==> src/rtl/ws_pixel_capture.sv <==
// rtl/ws_pixel_capture.sv - pixel capture and pass-through stage for a WS2812-style LED chain
//
// Captures the first NUM_PIXELS*BITS_PER_PIXEL decoded bits of each frame into a
// shadow register and forwards every later bit downstream. On the frame-reset gap
// the shadow is latched to o_pixels, or a frame error is flagged if capture was partial.
//
// Ports:
//   clk, rst_n     clock, synchronous active-low reset
//   i_bit/i_valid  decoded bit and its 1-cycle qualifier
//   i_treset       1-cycle reset/latch gap strobe
//   o_fwd_enable   1-cycle strobe, o_fwd_bit valid for downstream
//   o_fwd_bit      forwarded bit value (held between strobes)
//   o_fwd_treset   treset propagated downstream
//   o_pixels       latched pixel words, pixel 0 in the LSB word
//   o_latch        o_pixels updated this cycle
//   o_frame_err    frame ended while capture was incomplete
//   o_busy         capture in progress
module ws_pixel_capture #(
  parameter int BITS_PER_PIXEL = 24,
  parameter int NUM_PIXELS     = 1,
  parameter bit MSB_FIRST      = 1'b1
) (
  input  logic                                 clk,
  input  logic                                 rst_n,
  input  logic                                 i_bit,
  input  logic                                 i_valid,
  input  logic                                 i_treset,
  output logic                                 o_fwd_enable,
  output logic                                 o_fwd_bit,
  output logic                                 o_fwd_treset,
  output logic [NUM_PIXELS*BITS_PER_PIXEL-1:0] o_pixels,
  output logic                                 o_latch,
  output logic                                 o_frame_err,
  output logic                                 o_busy
);

  localparam int BW    = (BITS_PER_PIXEL > 1) ? $clog2(BITS_PER_PIXEL) : 1;
  localparam int PW    = (NUM_PIXELS > 1) ? $clog2(NUM_PIXELS) : 1;
  localparam int TOTAL = NUM_PIXELS * BITS_PER_PIXEL;

  localparam logic [1:0] ST_IDLE    = 2'd0;
  localparam logic [1:0] ST_CAPTURE = 2'd1;
  localparam logic [1:0] ST_PASS    = 2'd2;

  localparam logic [BW-1:0] BIT_LAST = BW'(BITS_PER_PIXEL - 1);
  localparam logic [PW-1:0] PIX_LAST = PW'(NUM_PIXELS - 1);

  logic [1:0]       state;
  logic [BW-1:0]    bit_idx;
  logic [PW-1:0]    pix_idx;
  logic [TOTAL-1:0] shadow;
  logic [BW-1:0]    wr_bit;

  // Bit position inside the current word; counters sit at 0 in IDLE, so the
  // first bit of a frame lands at index 0 through the same path.
  assign wr_bit = MSB_FIRST ? (BIT_LAST - bit_idx) : bit_idx;
  assign o_busy = (state == ST_CAPTURE);

  always_ff @(posedge clk) begin
    if (!rst_n) begin
      state        <= ST_IDLE;
      bit_idx      <= '0;
      pix_idx      <= '0;
      shadow       <= '0;
      o_fwd_enable <= 1'b0;
      o_fwd_bit    <= 1'b0;
      o_fwd_treset <= 1'b0;
      o_pixels     <= '0;
      o_latch      <= 1'b0;
      o_frame_err  <= 1'b0;
    end else begin
      o_fwd_enable <= 1'b0;
      o_fwd_treset <= 1'b0;
      o_latch      <= 1'b0;
      o_frame_err  <= 1'b0;

      // treset has priority: a bit arriving in the same cycle is dropped.
      if (i_treset) begin
        o_fwd_treset <= 1'b1;
        bit_idx      <= '0;
        pix_idx      <= '0;
        state        <= ST_IDLE;
        if (state == ST_PASS) begin
          o_pixels <= shadow;
          o_latch  <= 1'b1;
        end else if (state == ST_CAPTURE) begin
          o_frame_err <= 1'b1;
        end
      end else if (i_valid) begin
        if (state == ST_PASS) begin
          o_fwd_enable <= 1'b1;
          o_fwd_bit    <= i_bit;
        end else begin
          // Constant-index decoder keeps the write free of variable part-selects.
          for (int p = 0; p < NUM_PIXELS; p++) begin
            for (int b = 0; b < BITS_PER_PIXEL; b++) begin
              if (pix_idx == PW'(p) && wr_bit == BW'(b)) begin
                shadow[p*BITS_PER_PIXEL + b] <= i_bit;
              end
            end
          end
          if (bit_idx == BIT_LAST) begin
            bit_idx <= '0;
            if (pix_idx == PIX_LAST) begin
              pix_idx <= '0;
              state   <= ST_PASS;
            end else begin
              pix_idx <= pix_idx + 1'b1;
              state   <= ST_CAPTURE;
            end
          end else begin
            bit_idx <= bit_idx + 1'b1;
            state   <= ST_CAPTURE;
          end
        end
      end
    end
  end

endmodule

==> config.mk <==
export PLATFORM = sky130hd
export DESIGN_NAME = ws_pixel_capture
export DESIGN_NICKNAME = d
export VERILOG_FILES = /design/src/rtl/ws_pixel_capture.sv
export SDC_FILE = /design/constraint.sdc
export NUM_CORES = 1
export LEC_CHECK = 0
export ABC_AREA = 1
export CAP_MARGIN = 20
export CORE_MARGIN = 5
export CORE_UTILIZATION = 30
export DETAILED_ROUTE_END_ITERATION = 8
export GPL_TIMING_DRIVEN = 1
export SLEW_MARGIN = 20
export SYNTH_ARGS = -nofsm -noshare
export SYNTH_HDL_FRONTEND = slang
export SYNTH_SLANG_ARGS = --single-unit
==> constraint.sdc <==
create_clock -name clk -period 3.7 [get_ports clk]
set_clock_uncertainty 0.15 [all_clocks]
set_input_delay 0.74 -clock clk [delete_from_list [all_inputs] [get_ports clk]]
set_output_delay 0.74 -clock clk [all_outputs]
set_load 0.005 [all_outputs]
==> metrics.csv <==
stage,metric,value,unit
floorplanning,Ports,35,
detailed_routing,antenna-violating nets left,0,
detailed_routing,drt total wl,5800,um
flow_run,max-cap violations,0,
global_route,vias in the first global route,2174,
synthesis,asr flop ratio synth,0,
pwr,Int Pwr,1.08,mW
synthesis,net count after synthesis,345,
layout,Area Overhead vs Synth,21.8,%
floorplanning,die span in y,104,um
timing,final-report setup violation count,0,
timing,minimum clock period,2200,ps
clock_tree,H-Tree Depth,3,
detailed_routing,per-cell routed wire length,12.1,um
place,Final Wtd Congestion,0.823,
pwr,sequential share of power,0.472,
timing,RSZ-0062 raised after global routing,false,
global_route,initial antenna violation count,0,
clock_tree,CTS tree,done,
clock_tree,clock root buffer,clkbuf_8,
pwr,total power,1.38,mW
clock_tree,clk buf depth,2,
worst_setup_path,WP data required,2810,ps
global_route,Tot GR Track Use,0.115,
global_route,grt total ovfl,0,
layout,layout cell share with drive strength beyond 1,0.138,
worst_setup_path,CP Class,flip-flop to primary output,
detailed_routing,vias,2217,
synthesis,Synth area leader,dfxtp_1,
detailed_routing,Vias per Instance,4.64,
layout,antenna cells,0,
place,port bufs,34,
synthesis,most frequent cell after synthesis,dfxtp_1,
outcome,status,"finished, final reports clean",
clock_tree,CTS Hold Bufs,0,
synthesis,post-synth top area share,0.451,
pwr,Pwr Density,425,nW/um2
timing,"Hold Violations, Final",0,
clock_tree,PostCTS Resize Cnt,0,
detailed_routing,DRC,0,
synthesis,Post-synth EDFFs,0,
synthesis,ranking of synthesized cells by area,"dfxtp_1, nand3_1, a21oi_1",
timing,Fin Setup TNS,0,ps
global_route,global-route wire length before repair,10500,um
worst_setup_path,R2R cell count,8,
worst_setup_path,"Arr. time, crit path",1310,ps
timing,Least-Margin Pin Slew,747,ps
synthesis,register area share after synthesis,0.451,
synthesis,Ys Warns,0,
worst_setup_path,Setup crit end kind,primary output,
timing,part of the cycle the worst path needs,0.593,
pwr,Sw Pwr,0.300,mW
floorplanning,core area,8680,um2
clock_tree,"Reg clk slew, reported paths",70,ps
floorplanning,die area,10900,um2
timing,fmax,0.455,GHz
layout,nets,376,
clock_tree,TritonCTS Buffers,9,
synthesis,synthesized area,2660,um2
synthesis,Synth Instances,335,
clock_tree,Post-CTS Setup Inserts,0,
floorplanning,starting density of the core,0.307,
clock_tree,CTS sink count,60,
hold_path,worst hold path type,flip-flop to flip-flop,
detailed_routing,drt pass-1 iters,4,
synthesis,ys flop type,dfxtp_1,
pwr,Sw Ratio,0.218,
floorplanning,Rows,34,
timing,fin. max-slew vios,0,
synthesis,"FF+latch count, synth",60,
worst_setup_path,startpoint types,flip-flop,
pwr,Clock Power Share,0.483,
place,hpwl dp,4160,um
worst_setup_path,Worst Path Max Fanout,4,
floorplanning,Die Wd,104,um
synthesis,mean post-synth cell area,7.95,um2
synthesis,synth unique cells,31,
synthesis,"top cells by count, synth","dfxtp_1, nand2_1, nand3_1, a21oi_1, nor2_1",
timing,max_slew headroom,0.501,
hold_path,worst hold stages,2,
clock_tree,clk_lat worst skew,340,ps
pwr,combinational share of power,0.045,
pwr,Worst IR Drop VDD,0.000242,V
pwr,LEAKAGE,1.17,nW
global_route,largest net degree at the start of global routing,29,
detailed_routing,initial DRC count,110,
## layer usage
layer / vias up / track usage / share of wire
met2: 43 / 0.173 / 0.45
li1: 1161 / - / -
met3: 11 / 0.0403 / 0.046
met1: 1002 / 0.151 / 0.49
met4: 0 / 0.0444 / 0.018
met5: - / 0 / 0
## kinds of logic (layout without fill, tap and decap cells)
family / Yosys count / in the layout / share of synthesized area
buffers and inverters: 38 / 73 / 0.0845
AOI/OAI and AO/OA: 57 / 57 / 0.118
DFF: 60 / 60 / 0.451
adders and majority gates: 5 / 5 / 0.0235
and+or+nand+nor: 175 / 175 / 0.323
## per-stage QoR
step	utilization	setup WS, ps	instances	cell area [um2]	hold slack, ps
after floorplan	-	2000	335	2660	302
after global placement	0.348	1220	463	3020	300
after detailed placement	0.348	1170	463	3020	304
after CTS	0.374	1480	478	3250	315
after global routing	0.374	1400	478	3250	328
final	0.374	1500	478	3250	312
## registers in the layout (all words and copies together), names as in the netlist
name          flops
o_latch           1
o_fwd_bit         1
o_fwd_treset      1
o_fwd_enable      1
shadow           24
o_pixels         24
bit_idx           5
o_frame_err       1
state             2
## path summary, 6_finish.rpt
kind	slack, ps	from	to
worst max register to register	1760	bit_idx[3]$_SDFFE_PP0P_	shadow[6]$_SDFFE_PN0P_
worst min-delay path	310	o_pixels[8]$_SDFFE_PN0P_	o_pixels[8]$_SDFFE_PN0P_
worst max-delay path	1500	state[1]$_SDFFE_PP0P_	o_busy
worst min register to register	310	o_pixels[8]$_SDFFE_PN0P_	o_pixels[8]$_SDFFE_PN0P_
## critical path, cell delays in order (launching register included)
cell and delay, ps:
dfxtp_1 350, nor2_1 120, clkdlybuf4s50_1 500
## power by group through the flow
| stage | Sequential (mW) | Combinational, mW | Clock (mW) |
|---|---|---|---|
| after floorplan | 0.666 | 0.0523 | 0 |
| after global routing | 0.652 | 0.0704 | 0.710 |
| after CTS | 0.651 | 0.0627 | 0.679 |
| after detailed placement | 0.666 | 0.0625 | 0 |
| after global placement | 0.666 | 0.0613 | 0 |
| final | 0.652 | 0.0623 | 0.666 |
## final cells by class
| type | instances | area [um2] |
|---|---|---|
| sequential | 60 | 1200 |
| multi-input combinational | 237 | 1240 |
| clock buffer | 11 | 151 |
| timing repair buffer | 36 | 355 |
| inverter | 22 | 92.6 |
| fill | 906 | 5430 |
| clock inverter | 4 | 72.6 |
| tap | 108 | 135 |
## placed cells by master, fill, tap and decap left out, drive strengths merged, types with 2 or more instances in the layout
cell type / instances
nand2: 64
dfxtp: 60
nand3: 57
a21oi: 53
nor2: 51
clkdlybuf4s50: 34
inv: 21
clkbuf: 11
ha: 5
o21ai: 3
nor3: 2
bufinv: 2
buf: 2
clkinv: 2
No activity file was read; power rests on OpenSTA's default activity.
==> RTL edit, RTL diff (same settings) <==
Change the parameter `BITS_PER_PIXEL` from 24 to 48.
--- a/src/rtl/ws_pixel_capture.sv
+++ b/src/rtl/ws_pixel_capture.sv
@@ -17,5 +17,5 @@
 //   o_busy         capture in progress
 module ws_pixel_capture #(
-  parameter int BITS_PER_PIXEL = 24,
+  parameter int BITS_PER_PIXEL = 48,
   parameter int NUM_PIXELS     = 1,
   parameter bit MSB_FIRST      = 1'b1
Interface: changed (resized o_pixels); port bits go from 35 to 59. No check against the original RTL was run, so the function may have changed too.
==> RTL edit against the original RTL <==
  * Design area increased by 67%
  * Die area increased by 62%
  * Critical endpoint unchanged
  * Critical path type unchanged
  * Fmax decreased by 5.6%
  * Area after synthesis increased by 70%
  * Via count increased by 80%
  * Routed wire length increased by 90%
  * Sequential cell count increased by 49
  * Combinational power increased by 69%
  * Worst setup slack got worse by 0.13 ns
  * Total power increased by 58%
  * Clock power increased by 34%
  * Largest power group is now registers
  * Highest routed layer unchanged
==> RTL edit: results (changes against the original RTL) <==
grt_max_degree: 52  # +79%
grtUsageMet2_pct: 21.1  # +3.8 points
worst_pin_slew_ns: 0.673  # -0.0745 ns
place_congestion: 0.837  # +1.7%
reg_top3: "o_pixels x48, shadow x48, bit_idx x6"
status: "finished clean"
dr.first_iter.drc_count: 264  # +140%
ys_top_cells_by_count: "nand2_1, dfxtp_1, nor2_1, a21oi_1, nand3_1"
met3_usage_pct: 3.04  # -1.0 points
ys_top_cells_by_area: "dfxtp_1, nand2_1, a21oi_1, nand3_1, nor2_1"
fillCellCount: 1537  # +70%
dp_hpwl_um: 7530  # +81%
wl_um: 11000  # +90%
grt_pass1_wl_um: 18700  # +79%
gr-usage-met1_pct: 16.3  # +1.2 points
grt_pass1_vias: 3757  # +73%
arrival_ns: 1.44  # +0.13 ns
first_pass_iters: 5  # +1
grt_usage_pct: 12.8  # +1.3 points
port_buffers: 58  # +71%
postPlaceCellArea_mm2: 0.00515  # +70%
synth_xor_area_share_pct: 0.194  # +0.19 points
ys_seq_area_share_pct: 48.2  # +3.1 points
layout.nets: 653  # +74%
vias_per_cell: 4.78  # +3.1%
synth_compound_area_share_pct: 10.5  # -1.3 points
drive_gt1_share_pct: 6.47  # -7.3 points
RTL edit: changes by cell type after synthesis, sizes merged, moves of 14 or more:
| cell | change |
|---|---|
| a21oi | +33 |
| buf | +17 |
| dfxtp | +49 |
| nand2 | +55 |
| nand3 | +29 |
| nand4 | +14 |
| nor2 | +56 |
RTL edit: area by class of cell:
| type | count | area share (%) |
|---|---|---|
| clock inverter | 1 | 0.0924 |
| tap | 184 | 4.25 |
| timing repair buffer | 65 | 11.6 |
| multi-input combinational | 427 | 36.6 |
| clock buffer | 15 | 4.94 |
| sequential | 109 | 40.3 |
| inverter | 32 | 2.24 |
RTL edit: final timing paths:
kind                            startpoint    endpoint  slack, ns  cells past startpoint
worst max-delay path              state[0]      o_busy       1.37                      3
worst min-delay path             o_fwd_bit   o_fwd_bit       0.31                      2
worst max register to register    state[0]  shadow[33]       1.59                      7
worst min register to register   o_fwd_bit   o_fwd_bit       0.31                      2
RTL edit: cell families after synthesis:
group,count (synthesis)
DFF,109
and+or+nand+nor,328
AOI/OAI and AO/OA,94
adders and majority gates,4
buffers and inverters,74
xor gates and xnor gates,1
RTL edit: per-layer routing:
metal,part of all wire (%),up-vias
met5,0,-
met4,1.8,0
met3,5.2,15
met2,47,100
met1,46,1800
li1,-,2069
RTL edit: per-stage QoR:
stage / total power, µW / cells
2_1_floorplan: 1290 / 610
5_1_grt: 2270 / 833
4_1_cts: 2210 / 833
6_report: 2180 / 833
3_5_place_dp: 1310 / 817
3_3_place_gp: 1310 / 817
RTL edit: power by group:
part / switching (µW) / total (µW) / internal [µW]
combinational: 79.1 / 105 / 25.7
sequential: 4.00 / 1180 / 1180
clock: 399 / 893 / 494
RTL edit: critical path: stages (launching register included):
cell,delay (ns)
dfxtp_1,0.41
inv_2,0.08
nor2_1,0.09
clkdlybuf4s50_1,0.51
